--- src/rtl/adc_serial_capture_if.sv ---
// Request/response bundle between test_adc and the ADC capture master.
// The master drives the request strobe; the capture block returns the sample.
interface adc_serial_capture_if #(
  parameter int DATA_W = 12
) ();
  logic              data_req;
  logic [DATA_W-1:0] data;
  logic              data_rdy;
  logic              busy;
  logic              overrun;

  modport master (
    output data_req,
    input  data,
    input  data_rdy,
    input  busy,
    input  overrun
  );

  modport slave (
    input  data_req,
    output data,
    output data_rdy,
    output busy,
    output overrun
  );
endinterface

--- src/rtl/adc_serial_capture.sv ---
// Serial SAR ADC frame master: drives cs_n/sclk, shifts the frame in
// MSB first and returns the trailing DATA_W bits as a parallel word.
module adc_serial_capture #(
  parameter int DATA_W    = 12,
  parameter int LEAD_BITS = 4,
  parameter int CLK_DIV   = 2,
  parameter int CS_SETUP  = 2,
  parameter int QUIET_CYC = 4,
  parameter bit TWOS_COMP = 1'b1
) (
  input  logic                 clk_i,
  input  logic                 reset_i,
  adc_serial_capture_if.slave  cap,
  output logic                 adc_cs_n_o,
  output logic                 adc_sclk_o,
  input  logic                 adc_sdo_i
);

  localparam int NB   = LEAD_BITS + DATA_W;
  localparam int CM1  = (CS_SETUP > CLK_DIV) ? CS_SETUP : CLK_DIV;
  localparam int CMAX = (CM1 > QUIET_CYC) ? CM1 : QUIET_CYC;
  localparam int CW   = $clog2(CMAX + 1);
  localparam int BW   = $clog2(NB + 1);

  localparam logic [CW-1:0] CS_LAST  = CW'(CS_SETUP - 1);
  localparam logic [CW-1:0] DIV_LAST = CW'(CLK_DIV - 1);
  localparam logic [CW-1:0] Q_LAST   = CW'(QUIET_CYC - 1);
  localparam logic [BW-1:0] NB_LAST  = BW'(NB - 1);

  localparam logic [DATA_W-1:0] MSB_MASK =
    TWOS_COMP ? {1'b1, {(DATA_W-1){1'b0}}} : '0;

  localparam logic [2:0] S_IDLE  = 3'd0;
  localparam logic [2:0] S_SETUP = 3'd1;
  localparam logic [2:0] S_SHIFT = 3'd2;
  localparam logic [2:0] S_DONE  = 3'd3;
  localparam logic [2:0] S_QUIET = 3'd4;

  logic [2:0]        state_q, state_d;
  logic [CW-1:0]     cnt_q,   cnt_d;
  logic [BW-1:0]     bit_q,   bit_d;
  logic [DATA_W-1:0] sh_q,    sh_d;
  logic [DATA_W-1:0] data_q,  data_d;
  logic              pend_q,  pend_d;
  logic              rdy_q,   rdy_d;
  logic              ovr_q,   ovr_d;
  logic              busy_q,  busy_d;
  logic              cs_n_q,  cs_n_d;
  logic              sclk_q,  sclk_d;

  always_comb begin
    state_d = state_q;
    cnt_d   = cnt_q;
    bit_d   = bit_q;
    sh_d    = sh_q;
    data_d  = data_q;
    pend_d  = pend_q;
    rdy_d   = 1'b0;
    ovr_d   = 1'b0;
    cs_n_d  = cs_n_q;
    sclk_d  = sclk_q;

    case (state_q)
      S_IDLE: begin
        if (cap.data_req || pend_q) begin
          state_d = S_SETUP;
          cnt_d   = '0;
          cs_n_d  = 1'b0;
          pend_d  = 1'b0;
        end
      end
      S_SETUP: begin
        if (cnt_q == CS_LAST) begin
          state_d = S_SHIFT;
          cnt_d   = '0;
          bit_d   = '0;
        end else begin
          cnt_d = cnt_q + CW'(1);
        end
      end
      S_SHIFT: begin
        if (cnt_q == DIV_LAST) begin
          cnt_d = '0;
          if (!sclk_q) begin
            // sample on the edge that raises sclk
            sclk_d = 1'b1;
            sh_d   = {sh_q[DATA_W-2:0], adc_sdo_i};
          end else begin
            sclk_d = 1'b0;
            if (bit_q == NB_LAST) begin
              state_d = S_DONE;
              cs_n_d  = 1'b1;
              rdy_d   = 1'b1;
              data_d  = sh_q ^ MSB_MASK;
            end else begin
              bit_d = bit_q + BW'(1);
            end
          end
        end else begin
          cnt_d = cnt_q + CW'(1);
        end
      end
      S_DONE: begin
        state_d = S_QUIET;
        cnt_d   = '0;
      end
      S_QUIET: begin
        if (cnt_q == Q_LAST) begin
          cnt_d = '0;
          // a queued request launches straight out of QUIET
          if (pend_q) begin
            state_d = S_SETUP;
            cs_n_d  = 1'b0;
            pend_d  = 1'b0;
          end else begin
            state_d = S_IDLE;
          end
        end else begin
          cnt_d = cnt_q + CW'(1);
        end
      end
      default: begin
        state_d = S_IDLE;
        cnt_d   = '0;
        cs_n_d  = 1'b1;
        sclk_d  = 1'b0;
      end
    endcase

    if (cap.data_req && (state_q != S_IDLE)) begin
      if (pend_q) ovr_d  = 1'b1;
      else        pend_d = 1'b1;
    end

    busy_d = (state_d != S_IDLE);
  end

  always_ff @(posedge clk_i) begin
    if (reset_i) begin
      state_q <= S_IDLE;
      cnt_q   <= '0;
      bit_q   <= '0;
      sh_q    <= '0;
      data_q  <= '0;
      pend_q  <= 1'b0;
      rdy_q   <= 1'b0;
      ovr_q   <= 1'b0;
      busy_q  <= 1'b0;
      cs_n_q  <= 1'b1;
      sclk_q  <= 1'b0;
    end else begin
      state_q <= state_d;
      cnt_q   <= cnt_d;
      bit_q   <= bit_d;
      sh_q    <= sh_d;
      data_q  <= data_d;
      pend_q  <= pend_d;
      rdy_q   <= rdy_d;
      ovr_q   <= ovr_d;
      busy_q  <= busy_d;
      cs_n_q  <= cs_n_d;
      sclk_q  <= sclk_d;
    end
  end

  assign cap.data     = data_q;
  assign cap.data_rdy = rdy_q;
  assign cap.busy     = busy_q;
  assign cap.overrun  = ovr_q;
  assign adc_cs_n_o   = cs_n_q;
  assign adc_sclk_o   = sclk_q;

endmodule
--- src/flat_wrapper.sv ---
// flat-port wrapper written by rule: the top's interface ports become plain ports
module adc_serial_capture_flat 
#(
  parameter int DATA_W    = 12,
  parameter int LEAD_BITS = 4,
  parameter int CLK_DIV   = 2,
  parameter int CS_SETUP  = 2,
  parameter int QUIET_CYC = 4,
  parameter bit TWOS_COMP = 1'b1
)
  (clk_i, reset_i, adc_cs_n_o, adc_sclk_o, adc_sdo_i, cap_data_req, cap_data, cap_data_rdy, cap_busy, cap_overrun);
  adc_serial_capture_if #(.DATA_W(DATA_W)) cap_i ();
  input  logic clk_i;
  input  logic reset_i;
  output logic adc_cs_n_o;
  output logic adc_sclk_o;
  input  logic adc_sdo_i;
  input wire logic [$bits(cap_i.data_req)-1:0] cap_data_req;
  output wire logic [$bits(cap_i.data)-1:0] cap_data;
  output wire logic [$bits(cap_i.data_rdy)-1:0] cap_data_rdy;
  output wire logic [$bits(cap_i.busy)-1:0] cap_busy;
  output wire logic [$bits(cap_i.overrun)-1:0] cap_overrun;
  assign cap_i.data_req = cap_data_req;
  assign cap_data = cap_i.data;
  assign cap_data_rdy = cap_i.data_rdy;
  assign cap_busy = cap_i.busy;
  assign cap_overrun = cap_i.overrun;
  adc_serial_capture #(.DATA_W(DATA_W), .LEAD_BITS(LEAD_BITS), .CLK_DIV(CLK_DIV), .CS_SETUP(CS_SETUP), .QUIET_CYC(QUIET_CYC), .TWOS_COMP(TWOS_COMP)) u_core (.clk_i(clk_i), .reset_i(reset_i), .cap(cap_i), .adc_cs_n_o(adc_cs_n_o), .adc_sclk_o(adc_sclk_o), .adc_sdo_i(adc_sdo_i));
endmodule
--- config.mk ---
export PLATFORM = sky130hd
export DESIGN_NAME = adc_serial_capture_flat
export DESIGN_NICKNAME = d
export VERILOG_FILES = /design/src/rtl/adc_serial_capture_if.sv /design/src/rtl/adc_serial_capture.sv /design/src/flat_wrapper.sv
export SDC_FILE = /design/constraint.sdc
export NUM_CORES = 1
export LEC_CHECK = 0
export ABC_AREA = 1
export ABC_CLOCK_PERIOD_IN_PS = 2000
export CAP_MARGIN = 5
export CORE_MARGIN = 2
export CORE_UTILIZATION = 27
export CTS_BUF_LIST = sky130_fd_sc_hd__clkbuf_16
export CTS_CLUSTER_SIZE = 8
export DETAILED_ROUTE_END_ITERATION = 16
export GPL_ROUTABILITY_DRIVEN = 0
export PLACE_DENSITY_LB_ADDON = 0.05
export SYNTH_ARGS = -nofsm -noshare
export SYNTH_HDL_FRONTEND = slang
export SYNTH_SLANG_ARGS = --single-unit
--- constraint.sdc ---
create_clock -name clk_i -period 2 [get_ports clk_i]
set_input_delay 0.4 -clock clk_i [delete_from_list [all_inputs] [get_ports clk_i]]
set_output_delay 0.4 -clock clk_i [all_outputs]
set_load 0.02 [all_outputs]
==> results of run 1 <==
[layer usage]
layer  vias to the layer above  track usage (%)
met4                         0            4.762
li1                        822                -
met5                         -                0
met3                         5            3.657
met2                        20            15.86
met1                       664            16.66
[cell families after synthesis]
family / count (synthesis)
AO/OA/AOI/OAI: 46
buffers and inverters: 35
AND/OR/NAND/NOR: 114
adder cells (fa/ha/maj): 6
flip-flops: 41
[registers in the layout, indices dropped and copies added, names as in the netlist]
name,flops
u_core.cnt_q,3
u_core.adc_cs_n_o,1
u_core.sh_q,12
u_core.cap.data_rdy,1
u_core.adc_sclk_o,1
u_core.cap.data,12
u_core.pend_q,1
u_core.cap.overrun,1
u_core.bit_q,5
u_core.cap.busy,1
u_core.state_q,3
[cell usage in the layout (no fill, tap or decap), types with 4 or more instances in the layout]
cell type / n
dfxtp_1: 41
a21oi_1: 7
nor2_1: 64
o21ai_1: 10
clkbuf_16: 5
nand3_1: 10
inv_2: 4
clkdlybuf4s50_1: 20
o21ai_0: 25
inv_1: 22
ha_1: 6
nand2_1: 24
[synth_stat cells, types with 3 or more instances]
master,n,area [sq um]
buf_6,3,33.78
ha_1,6,75.07
nor2_1,64,240.2
nand3_1,10,50.05
nor2_2,3,18.77
nand2_1,24,90.09
a21oi_1,7,35.03
o21ai_1,10,50.05
nor2_4,3,33.78
o21ai_0,25,125.1
dfxtp_1,41,820.8
inv_2,4,15.01
inv_1,22,82.58
nand4_1,3,18.77
[path summary, 6_finish.rpt]
kind,start,endpoint,slack (ns),cells after the start
worst max-delay path,u_core.bit_q[0],u_core.cap.data[11],0.21,10
worst min-delay path,u_core.sh_q[11],u_core.cap.data[11],0.43,1
worst max register to register,u_core.bit_q[0],u_core.cap.data[11],0.21,10
worst min register to register,u_core.sh_q[11],u_core.cap.data[11],0.43,1
[critical path: stages (launching register included)]
cell and delay [ns]:
dfxtp_1 0.39, ha_1 0.20, nand2_1 0.07, nor2_1 0.09, ha_1 0.21, inv_1 0.09, nor2_4 0.14, nand2_4 0.13
clkinv_2 0.18, o21ai_0 0.09, a21oi_1 0.11
[metrics by stage]
step	area (sq um)	hold WS, ns	cells	util [%]
CTS	2240	0.4359	342	34.87
finish	2240	0.4332	342	34.87
global placement	2097	0.4168	334	32.65
floorplan	1819	0.4006	242	-
global route	2240	0.4674	342	34.87
detailed placement	2097	0.4201	334	32.65
[power groups by stage]
stage          registers, mW  logic (mW)  clock network (mW)
2_1_floorplan          0.892       0.140                   0
3_3_place_gp           0.886       0.217                   0
3_5_place_dp           0.886       0.214                   0
4_1_cts                0.868       0.215               0.816
5_1_grt                0.871       0.245               0.854
6_report               0.868       0.211               0.788
[area by class of cell]
type / count / area (sq um) / share of cell area, %
Multi-Input combinational cell: 166 / 842.1 / 37.60
Inverter: 27 / 102.6 / 4.581
Clock buffer: 5 / 125.1 / 5.587
Timing Repair Buffer: 23 / 235.2 / 10.50
Clock inverter: 3 / 17.52 / 0.7821
Tap cell: 77 / 96.34 / 4.302
Sequential cell: 41 / 820.8 / 36.65
==> flow_metrics.py, run 1 <==
metrics = {
    "status": {
        "status": "complete, no violations",
    },
    "clocking": {
        "hold_buffers": 0,
        "cts.repair.resized": 0,
        "insertion_delay_ns": 0.29,
        "cts_made_buffers": 5,
        "cts_tree": "yes",
        "htree_levels": 2,
        "cts_max_path_buffers": 2,
        "root_buffer": "clkbuf_16",
        "cts_setup_buffers": 0,
        "cts_sinks": 41,
        "cts.clk_slew.worst_paths_ns": 0.06,
    },
    "sta": {
        "max_freq_mhz": 560.0,
        "fin_ws_ns": 0.2144,
        "rsz0062_at_grt": "no",
        "max_slew_margin_pct": 79.62,
        "min_period_ns": 1.786,
        "min_period_over_period_pct": 89.28,
        "slew_violations": 0,
        "tns_ns": 0,
        "fin_skew_ns": 0.009897,
        "finalHoldViolCount": 0,
        "tightestPinTransition_ns": 0.3053,
        "setup_viol": 0,
    },
    "grt": {
        "grtUsageTotal_pct": 11.60,
        "grt_max_degree": 28,
        "antenna_found_initial": 0,
        "grt_pass1_vias": 1360,
        "grt_pass1_wl_um": 6679,
        "grt-ovfl-total": 0,
    },
    "floorplan": {
        "rows": 29,
        "io-pin-count": 21,
        "die_w_um": 86.09,
        "fp.dieH_um": 86.09,
        "core_sq_um": 6422,
        "initial_core_util_pct": 28.33,
        "die-area_sq_um": 7411,
    },
    "min_path": {
        "hold_path_class": "flop to flop",
    },
    "placed_design": {
        "dp_slack_ns": 0.2276,
        "port-buffer-count": 20,
        "dp_hpwl_um": 2812,
    },
    "worst_setup_path": {
        "crit_type": "flop to flop",
        "worst-path-max-fanout": 14,
        "arrival_ns": 2.00,
        "critPathRequiredTime_ns": 2.22,
        "start_kind": "flop",
        "worstSetupEndpointType": "flop",
    },
    "synthesis": {
        "synth_mux_area_share_pct": 0,
        "ys_seq_area_share_pct": 45.12,
        "synth_fa_ha_area_share_pct": 4.127,
        "synth_area_per_cell_sq_um": 7.518,
        "synth_top_family_by_area": "simple AND/OR/NAND/NOR gates",
        "synth-seq-cells": 41,
        "synthFlopType": "dfxtp_1",
        "yosysUniqueCellTypes": 26,
        "synthArstFlopShare_pct": 0,
        "synth_edf_count": 0,
        "synth_compound_area_share_pct": 13.20,
        "yosys.area_share.simple_pct": 28.95,
        "yosysWarnings": 0,
        "synth.net_count": 252,
        "synthXorXnorAreaFrac_pct": 0,
        "syn_area_sq_um": 1819,
        "syn_inst": 242,
    },
    "cells_and_area": {
        "drive_above_1_share_pct": 9.811,
        "n_antenna_cell": 0,
        "num-fill-cells": 695,
        "areaGrowthSynthToFinish_pct": 23.11,
        "fin_nets": 274,
    },
    "pwr": {
        "ir_drop_v": 0.0004716,
        "leakagePower_nw": 0.9424,
        "p_sw_mw": 0.4881,
        "pwr-share-seq_pct": 46.5,
        "p_per_area_nw_per_um2": 833.4,
        "swShare_pct": 26.15,
        "total_power_mw": 1.867,
        "combPwrFrac_pct": 11.3,
        "clkPwrFrac_pct": 42.2,
        "intPower_mw": 1.378,
    },
    "detailed_routing": {
        "met1_length_um": 2052,
        "drt_wl_total_um": 3919,
        "first_iter_violations": 80,
        "ant_nets": 0,
        "detailroute.wirelength.met3_um": 175,
        "vias": 1511,
        "routed_via_density": 4.418,
        "routedWlPerCell_um": 11.46,
        "dr_wl_met2_um": 1624,
        "drc_errors": 0,
        "drtPass1Iterations": 4,
        "highest_layer": "met4",
    },
    "job": {
        "cap_violations": 0,
    },
}
Note: power is estimated with default switching activity, not from simulation.
==> run 2, diff against run 1 <==
- CELL_PAD_IN_SITES_DETAIL_PLACEMENT: default -> 0
- CELL_PAD_IN_SITES_GLOBAL_PLACEMENT: default -> 1
- PLACE_DENSITY: default -> 0.54
- PLACE_DENSITY_LB_ADDON: 0.05 -> default
- SKIP_CTS_REPAIR_TIMING: default -> 1
==> run 2 against run 1 <==
Critical path depth did not move. Maximum frequency increased by 2.1%. Sequential power about the same. Critical path type unchanged. Die area stayed put. Combinational power about the same. Highest routed layer unchanged. Non-clock buffer count unchanged. Largest power group is now clock. Largest cell class unchanged. Sequential share of layout area decreased by 0.14 points. Wire length is 3.0% higher. Count of clock-buffer cells in the layout unchanged. Clock skew is 0.0071 ns lower.
==> flow_metrics.py, run 2 (synthesis results as in run 1) <==
metrics = {
    "detailed_routing": {
        "first_iter_violations": 100,
        "ant_nets": 0,
        "vias": 1512,
        "drtPass1Iterations": 4,
        "drc_errors": 0,
        "routedWlPerCell_um": 11.80,
        "drt_wl_total_um": 4037,
        "routed_via_density": 4.421,
    },
    "placed_design": {
        "port-buffer-count": 20,
        "dp_cells": 334,
        "dp_hpwl_um": 2896,
        "place_area_sq_um": 2085,
        "dp_slack_ns": 0.2081,
    },
    "grt": {
        "grt_pass1_vias": 1418,
        "grt_pass1_wl_um": 6748,
        "grt_max_degree": 25,
        "grt-ovfl-total": 0,
        "antenna_found_initial": 0,
        "grtUsageTotal_pct": 11.46,
    },
    "floorplan": {
        "rows": 29,
        "io-pin-count": 21,
        "initial_core_util_pct": 28.33,
        "core_sq_um": 6422,
        "fp.dieH_um": 86.09,
        "die-area_sq_um": 7411,
        "die_w_um": 86.09,
    },
    "sta": {
        "tightestPinTransition_ns": 0.3152,
        "max_freq_mhz": 572.0,
        "min_period_over_period_pct": 87.41,
        "max_slew_margin_pct": 78.95,
        "fin_ws_ns": 0.2518,
        "hold_slack_ns": 0.4345,
        "min_period_ns": 1.748,
        "fin_skew_ns": 0.002769,
        "tns_ns": 0,
        "setup_viol": 0,
        "finalHoldViolCount": 0,
        "slew_violations": 0,
        "rsz0062_at_grt": "no",
    },
    "cells_and_area": {
        "fin_nets": 274,
        "stdcell_area_sq_um": 2248,
        "n_antenna_cell": 0,
        "final_cell_mix": "nor2_1, dfxtp_1, o21ai_0",
        "drive_above_1_share_pct": 9.434,
        "fin_cells": 342,
        "layout_commonest_cell": "nor2_1",
        "areaGrowthSynthToFinish_pct": 23.59,
        "utilization_pct": 35.01,
    },
    "clocking": {
        "cts_made_buffers": 5,
        "insertion_delay_ns": 0.28,
        "cts.clk_slew.worst_paths_ns": 0.06,
        "cts_sinks": 41,
        "htree_levels": 2,
        "cts_tree": "yes",
        "root_buffer": "clkbuf_16",
        "cts_max_path_buffers": 2,
    },
    "pwr": {
        "p_per_area_nw_per_um2": 875.1,
        "total_power_mw": 1.968,
        "leakagePower_nw": 0.9495,
        "ir_drop_v": 0.0003166,
    },
    "job": {
        "cap_violations": 0,
    },
    "worst_setup_path": {
        "worst-path-max-fanout": 14,
        "critPathRequiredTime_ns": 2.21,
        "arrival_ns": 1.96,
        "worstSetupEndpointType": "flop",
        "crit_type": "flop to flop",
        "start_kind": "flop",
    },
    "min_path": {
        "hold_path_class": "flop to flop",
    },
    "status": {
        "status": "complete, no violations",
    },
}
-- run 2: critical path, cell delays in order (launching register included) --
cell,delay [ns]
dfxtp_1,0.39
ha_1,0.19
nand2_1,0.06
nor2_1,0.10
ha_1,0.21
inv_1,0.08
nor2_4,0.14
nand2_4,0.14
inv_4,0.16
o21ai_0,0.09
a21oi_1,0.11
-- run 2: report_power, final --
part | internal (mW) | total (mW) | switching, mW
sequential | 0.845 | 0.868 | 0.0224
clock | 0.580 | 0.891 | 0.311
combinational | 0.0731 | 0.209 | 0.136
-- run 2: per-layer routing --
metal / GRT usage, % / part of all wire (%)
met2: 17.20 / 44
met1: 16.38 / 53
met3: 2.791 / 2.7
met5: 0 / 0
met4: 3.030 / 0.84
-- run 2: layout make-up --
class,count,area [sq um]
flip-flops and latches,41,820.8
inverters,27,103.9
fillers,715,4174
well taps,77,96.34
clock buffers,5,125.1
multi-input cells,166,842.1
repair buffers,23,222.7
clock inverters,3,37.54
-- run 2: path summary, 6_finish.rpt --
path | startpoint | endpoint | slack [ns] | cells after the start
setup / recovery | u_core.bit_q[0] | u_core.cap.data[11] | 0.25 | 10
hold / removal | u_core.sh_q[11] | u_core.cap.data[11] | 0.43 | 1
setup reg to reg | u_core.bit_q[0] | u_core.cap.data[11] | 0.25 | 10
hold reg to reg | u_core.sh_q[11] | u_core.cap.data[11] | 0.43 | 1
==> run 3, diff against run 2 <==
- CORE_UTILIZATION: 27 -> 40
- PLACE_DENSITY: 0.54 -> 0.76
==> run 3 against run 2 <==
Critical path depth is the same. Clock power shrank 0.6%. Cell count is 7.6% lower. Final area down 1.4%. First-iteration DRC count fell by 17%. Sequential power hardly changed. Critical path type unchanged. Global-route usage grew 4.7 points. Total power is 0.26% lower.
==> flow_metrics.py, run 3 (synthesis results as in run 1) <==
metrics = {
    "job": {
        "cap_violations": 0,
    },
    "detailed_routing": {
        "ant_nets": 0,
        "routedWlPerCell_um": 11.74,
        "drtPass1Iterations": 4,
        "first_iter_violations": 83,
        "drt_wl_total_um": 3709,
        "drc_errors": 0,
        "vias": 1524,
        "routed_via_density": 4.823,
    },
    "pwr": {
        "leakagePower_nw": 0.9470,
        "swShare_pct": 23.70,
        "p_sw_mw": 0.4651,
        "clkPwrFrac_pct": 45.1,
        "intPower_mw": 1.498,
        "ir_drop_v": 0.0003710,
        "pwr-share-seq_pct": 44.3,
        "p_per_area_nw_per_um2": 885.7,
        "combPwrFrac_pct": 10.6,
    },
    "min_path": {
        "hold_path_class": "flop to flop",
        "whs_endpoint": "u_core.adc_cs_n_o",
        "holdPathStages": 2,
        "worstHoldStart": "u_core.adc_cs_n_o",
    },
    "worst_setup_path": {
        "critPathRequiredTime_ns": 2.22,
        "worst-path-max-fanout": 14,
        "arrival_ns": 1.94,
        "r2r-end": "u_core.cap.data[11]",
        "critPathMaxStageDelay_ns": 0.38,
        "crit_top_cell": "ha_1",
        "path_cells": "ha_1, nand2_1, nor2_1, ha_1, inv_1, nor2_4, nand2_4, inv_4, o21ai_0, a21oi_1",
        "worstRegToRegCells": 10,
        "crit_type": "flop to flop",
        "rrSetupSlack_ns": 0.27,
        "start_kind": "flop",
        "cpMaxStageDelayCell": "dfxtp_1",
        "worstSetupEndpointType": "flop",
        "r2r_start": "u_core.bit_q[1]",
    },
    "sta": {
        "fin_skew_ns": 0.004675,
        "tightestPinTransition_ns": 0.3015,
        "min_period_ns": 1.725,
        "slew_violations": 0,
        "tns_ns": 0,
        "max_freq_mhz": 579.7,
        "min_period_over_period_pct": 86.25,
        "max_slew_margin_pct": 79.87,
        "fin_ws_ns": 0.2749,
        "finalHoldViolCount": 0,
        "setup_viol": 0,
        "rsz0062_at_grt": "no",
        "hold_slack_ns": 0.4534,
    },
    "grt": {
        "antenna_found_initial": 0,
        "grtUsageTotal_pct": 16.18,
        "grt_max_degree": 26,
        "grt-ovfl-total": 0,
        "grt_pass1_vias": 1343,
        "grt_pass1_wl_um": 6306,
    },
    "cells_and_area": {
        "multi_input_area_sq_um": 842.1,
        "areaGrowthSynthToFinish_pct": 21.80,
        "n_antenna_cell": 0,
        "final_cell_mix": "nor2_1, dfxtp_1, o21ai_0",
        "num-fill-cells": 460,
        "layout_commonest_cell": "nor2_1",
        "fin_nets": 274,
        "drive_above_1_share_pct": 10.23,
        "seq_area_sq_um": 822.0,
    },
    "floorplan": {
        "initial_core_util_pct": 41.78,
        "die-area_sq_um": 5104,
        "fp.dieH_um": 71.44,
        "die_w_um": 71.44,
        "io-pin-count": 21,
        "core_sq_um": 4354,
        "rows": 24,
    },
    "placed_design": {
        "port-buffer-count": 20,
        "dp_hpwl_um": 2659,
        "dp_slack_ns": 0.2607,
    },
    "status": {
        "status": "complete, no violations",
    },
    "clocking": {
        "htree_levels": 2,
        "cts_made_buffers": 5,
        "cts_sinks": 41,
        "insertion_delay_ns": 0.28,
        "root_buffer": "clkbuf_16",
        "cts_max_path_buffers": 2,
        "cts_tree": "yes",
        "cts.clk_slew.worst_paths_ns": 0.06,
    },
}
-- run 3: routing by layer --
| layer | up-vias | track usage (%) | wire length [um] |
|---|---|---|---|
| met2 | 12 | 22.63 | 1695 |
| met3 | 4 | 5.485 | 80 |
| li1 | 819 | - | - |
| met5 | - | 0 | 0 |
| met4 | 0 | 6.289 | 45 |
| met1 | 689 | 22.96 | 1887 |
-- run 3: worst max-delay path by stage --
stage	startpoint	endpoint	slack (ns)	cells after the start
2_1_floorplan	u_core.bit_q[0]	u_core.cap.data[0]	0.50	10
3_3_place_gp	u_core.bit_q[0]	u_core.cap.data[11]	0.29	10
3_5_place_dp	u_core.bit_q[0]	u_core.cap.data[11]	0.26	10
4_1_cts	u_core.bit_q[0]	u_core.cap.data[11]	0.24	10
5_1_grt	u_core.bit_q[1]	u_core.cap.data[11]	0.04	10
6_report	u_core.bit_q[1]	u_core.cap.data[11]	0.27	10
-- run 3: critical path, delay by kind of cell, from the launching register on --
family	cells	cell delay, ns
adder cells (fa/ha/maj)	2	0.39
AND/OR/NAND/NOR	4	0.43
AO/OA/AOI/OAI	2	0.20
buffers and inverters	2	0.24
flip-flops	1	0.38
-- run 3: layout make-up --
class / count / area share [%]
timing repair buffer: 23 / 10.05
multi-input combinational: 166 / 38.00
clock inverter: 2 / 1.581
inverter: 27 / 4.687
sequential: 41 / 37.10
clock buffer: 5 / 5.647
tap: 52 / 2.936
-- run 3: per-stage QoR --
step / instances / util, % / power, mW / area, sq um
after floorplan: 242 / - / 1.032 / 1819
after global placement: 309 / 47.16 / 1.095 / 2053
after detailed placement: 309 / 47.16 / 1.095 / 2053
after CTS: 316 / 50.83 / 1.990 / 2213
after global routing: 316 / 50.89 / 2.067 / 2216
final: 316 / 50.89 / 1.963 / 2216
-- run 3: power groups by stage --
stage                     logic (mW)  clock network, mW  registers, mW
after floorplan                0.140                  0          0.892
after global placement         0.210                  0          0.885
after detailed placement       0.209                  0          0.886
after CTS                      0.210              0.912          0.868
after global routing           0.233              0.962          0.872
final                          0.208              0.886          0.869
==> patch 1, RTL diff (settings of run 1) <==
Make the reset (`reset_i`) asynchronous in one clocked block.
--- a/src/rtl/adc_serial_capture.sv
+++ b/src/rtl/adc_serial_capture.sv
@@ -136,5 +136,5 @@
   end
 
-  always_ff @(posedge clk_i) begin
+  always_ff @(posedge clk_i or posedge reset_i) begin
     if (reset_i) begin
       state_q <= S_IDLE;
Formal check against the unedited RTL: differs if reset_i is asserted again (counterexample within 4 cycles, from zero or initial values and one cycle with reset_i high); with reset_i held inactive, the same outputs for 10 cycles.
==> patch 1 against run 1 <==
Sequential cell count stayed put. Design area up 7.5%. Worst setup slack worse by 0.019 ns. Routed wire length shrank 2.0%. Synthesized area grew 6.0%. Critical path type is now flip-flop to output pin. Critical endpoint is now adc_cs_n_o.
Power is not compared: it rests on default switching activity, and its combinational part moved more than twofold at a synthesized area within 25%.
==> patch 1: results (changes against run 1) <==
STA
  – Slew margin rel.: 66.3% (was 79.6%)
  – Clock Skew: 0.00568 ns (was 0.00990 ns)

Synthesis
  – Post-synth top cells: 59 x nand2_1, 40 x dfrtp_1, 30 x inv_1 (was 64 x nor2_1, 41 x dfxtp_1, 25 x o21ai_0)
  – Unique masters post-synth: 25 (was 26)
  – Ys flop type: dfrtp_1 (was dfxtp_1)
  – Register area share after synthesis: 53.3% (was 45.1%)
  – Synth Net Count: 228 (was 252)
  – Synth async-reset ratio: 100% (was 0%)
  – Number of synthesized flops with an enable pin: 0 (unchanged)
  – Largest cells by area after synthesis: dfrtp_1 52%, nand2_1 11%, inv_1 5.8% (was dfxtp_1 45%, nor2_1 13%, o21ai_0 6.9%)
  – Ys Warns: 0 (unchanged)

Clocking
  – TritonCTS buffer count: 5 (unchanged)
  – Clk root buf: clkbuf_16 (unchanged)
  – H-tree Lvls: 2 (unchanged)
  – Clock transition at path regs: 0.06 ns (about the same)
  – Post-CTS Setup Inserts: 0 (unchanged)
  – Clk_lat worst skew: 0.28 ns
  – CTS Buffer Depth: 2 (unchanged)
  – CTS resizes: 0 (unchanged)

Run status
  – Status: completed (unchanged)

Route
  – Initial DRC Count: 68 (was 80)
  – First drt pass iteration count: 4 (unchanged)
  – Drt total wl: 3840 um (was 3920 um)
  – Routed vias: 1425 (was 1511)

Global route
  – Tot GR Track Use: 11.0% (was 11.6%)
  – Met2 usage: 16.5% (was 15.9%)
  – Initial antenna violation count: 0 (unchanged)
  – Vias in the first global route: 1391 (was 1360)
  – Routing usage on met1: 15.3% (was 16.7%)
  – Largest net degree at the start of global routing: 26 (was 28)
  – Global-route wire length before repair: 6580 um (was 6680 um)
  – Met3 GRT Util: 3.17% (was 3.66%)

Hold path
  – Worst Hold Class: input pin to asynchronous set/reset pin (was flip-flop to flip-flop)

Cells and area
  – FILL cells: 711 (was 695)
  – Layout cells sized above 1: 12.7% (was 9.81%)
  – Antenna diodes: 0 (unchanged)
  – Net total in the final layout: 254 (was 274)

Setup path
  – Reg2reg start: u_core.bit_q[0] (unchanged)
  – Reg2Reg Setup Slack: 0.22 ns
  – Worst setup endpoint: adc_cs_n_o (was u_core.cap.data[11])
  – Crit path launch: u_core.adc_cs_n_o (was u_core.bit_q[0])
  – Critical-path top delay cell: clkdlybuf4s50_1 (was dfxtp_1)
  – Critical Path Max Stage Delay: 0.59 ns (was 0.39 ns)
  – FF-to-FF End: u_core.cap.busy (was u_core.cap.data[11])
  – R2R cell count: 10 (unchanged)
  – Critical Path Fanout Max: 2 (was 14)
  – Crit path max-delay family: buffers and inverters (was simple AND/OR/NAND/NOR gates)

Pwr
  – P_leak: 0.00118 uW
  – Worst IR drop on VDD: 0.434 mV
  – Psw: 355 uW

Place
  – DP Wirelength: 2790 um (was 2810 um)
  – # port buffers: 20 (unchanged)
==> patch 1: cell count changes after synthesis, moves of 6 or more <==
cell	delta
nand2_1	+35
inv_1	+8
a21oi_1	-6
o21ai_2	+11
o21ai_0	-9
dfrtp_1	+40
o21ai_1	-6
dfxtp_1	-41
nor2_1	-45
==> patch 1: power by group through the flow <==
stage / clock network (uW) / logic, uW / registers [uW]
after global routing: 969 / 67.1 / 850
after detailed placement: 0 / 60.5 / 864
after CTS: 926 / 60.7 / 849
after floorplan: 0 / 34.3 / 864
after global placement: 0 / 60.9 / 864
final: 893 / 57.6 / 849
==> patch 1: per-layer routing <==
| metal | routed length [um] | vias up |
|---|---|---|
| met3 | 127 | 5 |
| met1 | 1960 | 662 |
| met2 | 1690 | 16 |
| li1 | - | 742 |
| met4 | 61 | 0 |
| met5 | 0 | - |
==> patch 1: cell families (layout without fill, tap and decap cells) <==
group | after synthesis | in the layout | synth area share [%]
buffers and inverters | 36 | 62 | 8.24
AO/OA/AOI/OAI | 35 | 35 | 11.7
AND/OR/NAND/NOR | 100 | 100 | 22.9
adder cells (fa/ha/maj) | 6 | 6 | 3.89
flip-flops | 41 | 41 | 53.3
==> patch 1: area by class of cell <==
cell class / instances / area share, %
clock buffer: 5 / 5.20
clock inverter: 2 / 1.46
inverter: 32 / 4.99
multi-input combinational: 141 / 30.9
sequential: 41 / 42.7
tap: 96 / 4.99
timing repair buffer: 23 / 9.77
==> patch 1: per-stage QoR <==
stage	setup WS, ns	area [um2]	instances	hold WS, ns	utilization (%)
floorplan	0.335	1930	218	0.436	-
global placement	0.248	2240	333	0.454	32.7
detailed placement	0.204	2240	333	0.459	32.7
CTS	0.178	2400	340	0.400	35.0
global route	0.0109	2410	340	0.425	35.0
finish	0.196	2410	340	0.391	35.0
==> patch 2, RTL diff (settings of run 1) <==
Without the edit above. `TWOS_COMP` is set to 1'b1 in 2 places; all go to 1'b0.
--- a/src/rtl/adc_serial_capture.sv
+++ b/src/rtl/adc_serial_capture.sv
@@ -7,5 +7,5 @@
   parameter int CS_SETUP  = 2,
   parameter int QUIET_CYC = 4,
-  parameter bit TWOS_COMP = 1'b1
+  parameter bit TWOS_COMP = 1'b0
 ) (
   input  logic                 clk_i,
--- a/src/flat_wrapper.sv
+++ b/src/flat_wrapper.sv
@@ -7,5 +7,5 @@
   parameter int CS_SETUP  = 2,
   parameter int QUIET_CYC = 4,
-  parameter bit TWOS_COMP = 1'b1
+  parameter bit TWOS_COMP = 1'b0
 )
   (clk_i, reset_i, adc_cs_n_o, adc_sclk_o, adc_sdo_i, cap_data_req, cap_data, cap_data_rdy, cap_busy, cap_overrun);
Function: no difference found for any inputs over 10 cycles, from zero or initial values and one cycle with reset_i high; that may be too few to reach the edited logic, so the function may still have changed.
==> patch 2 against run 1 <==
First-iteration DRC count decreased by 30%. Sequential power hardly changed. Design area rose by 2.2%. Count of clock-buffer cells in the layout unchanged. Sequential cell count stayed put. Synthesized area grew 1.7%. Routed wire length up 6.4%. Worst setup slack better by 0.051 ns. Power increased by 8.3%. Largest power group is now clock. Highest routed layer unchanged.
==> patch 2: results (changes against run 1) <==
Cells and area
  – Final non-filler cell total: 355 (was 342)
  – Area of the multi-input gates: 860 um2 (was 842 um2)
  – Net total in the final layout: 284 (was 274)
  – FILL cells: 717 (was 695)
  – Layout cells sized above 1: 10.9% (was 9.81%)
  – Antenna diodes: 0 (unchanged)

Global route
  – Tot GR Track Use: 12.3% (was 11.6%)
  – Met2 usage: 18.3% (was 15.9%)
  – Routing usage on met1: 17.6% (was 16.7%)
  – Met3 GRT Util: 2.57% (was 3.66%)
  – Largest net degree at the start of global routing: 18 (was 28)
  – Global-route wire length before repair: 7180 um (was 6680 um)
  – Initial antenna violation count: 0 (unchanged)

Pwr
  – P_leak: 0.00101 uW (was 0.000942 uW)
  – Worst IR drop on VDD: 0.534 mV (was 0.472 mV)

Setup path
  – Critical Path Fanout Max: 13 (was 14)
  – WP data arrival: 1.91 ns (was 2.00 ns)
  – R2R cell count: 9 (was 10)

Synthesis
  – Register area share after synthesis: 44.4% (was 45.1%)
  – Largest cells by area after synthesis: dfxtp_1 44%, nor2_1 13%, nand2_1 7.5% (was dfxtp_1 45%, nor2_1 13%, o21ai_0 6.9%)
  – Complex-gate fraction of the synthesized area: 10.9% (was 13.2%)
  – Synth async-reset ratio: 0% (unchanged)
  – Mean post-synth cell area: 7.40 um2 (was 7.52 um2)
  – Unique masters post-synth: 25 (was 26)
  – Adder-cell share of the synthesized area: 4.06% (was 4.13%)
  – Synth Net Count: 260 (was 252)
  – Post-synth top cells: 63 x nor2_1, 41 x dfxtp_1, 37 x nand2_1 (was 64 x nor2_1, 41 x dfxtp_1, 25 x o21ai_0)

Clocking
  – CTS Buffer Depth: 2 (unchanged)
  – CTS resizes: 0 (unchanged)

Place
  – Pre-CTS setup slack: 0.180 ns (was 0.228 ns)
  – Dpl cell area: 2120 um2 (was 2100 um2)
  – DP Wirelength: 2870 um (was 2810 um)
  – Placed insts: 347 (was 334)

Route
  – Routed vias: 1519 (was 1511)
  – Initial DRC Count: 56 (was 80)
  – Met3 wire length: 84 um (was 175 um)
  – Met1 Wirelength: 2310 um (was 2050 um)
  – Metal2 WL: 1740 um (was 1620 um)
  – Drt total wl: 4170 um (was 3920 um)

Hold path
  – Hold path depth: 2 (was 1)

STA
  – Clock Skew: 0.00650 ns (was 0.00990 ns)
  – Slew @ Worst Pin: 0.619 ns (was 0.305 ns)

Run status
  – Status: completed (unchanged)
patch 2: cell types whose count changed in the layout (fill, tap and decap cells not counted), sizes merged, moves of 3 or more:
cell,run 1,this run
nand2,27,43
o21ai,35,30
nor2,70,67
clkinv,4,1
inv,26,30
patch 2: cell type report:
type / instances / share of cell area, %
clock buffer: 5 / 5.46
tap: 80 / 4.37
inverter: 30 / 4.92
multi-input combinational: 172 / 37.5
sequential: 41 / 35.8
timing repair buffer: 24 / 10.1
clock inverter: 3 / 1.80
patch 2: where the power goes:
group          internal (uW)  leakage [uW]  total, uW  switching (uW)
clock network            584     0.0000775        909             324
logic                   82.8      0.000600        243             161
registers                845      0.000332        870            24.7
patch 2: worst paths after layout:
kind	from	endpoint	slack [ns]
min reg2reg	u_core.adc_cs_n_o	u_core.adc_cs_n_o	0.47
min	u_core.adc_cs_n_o	u_core.adc_cs_n_o	0.47
max reg2reg	u_core.bit_q[0]	u_core.cap.data[0]	0.27
max	u_core.bit_q[0]	u_core.cap.data[0]	0.27
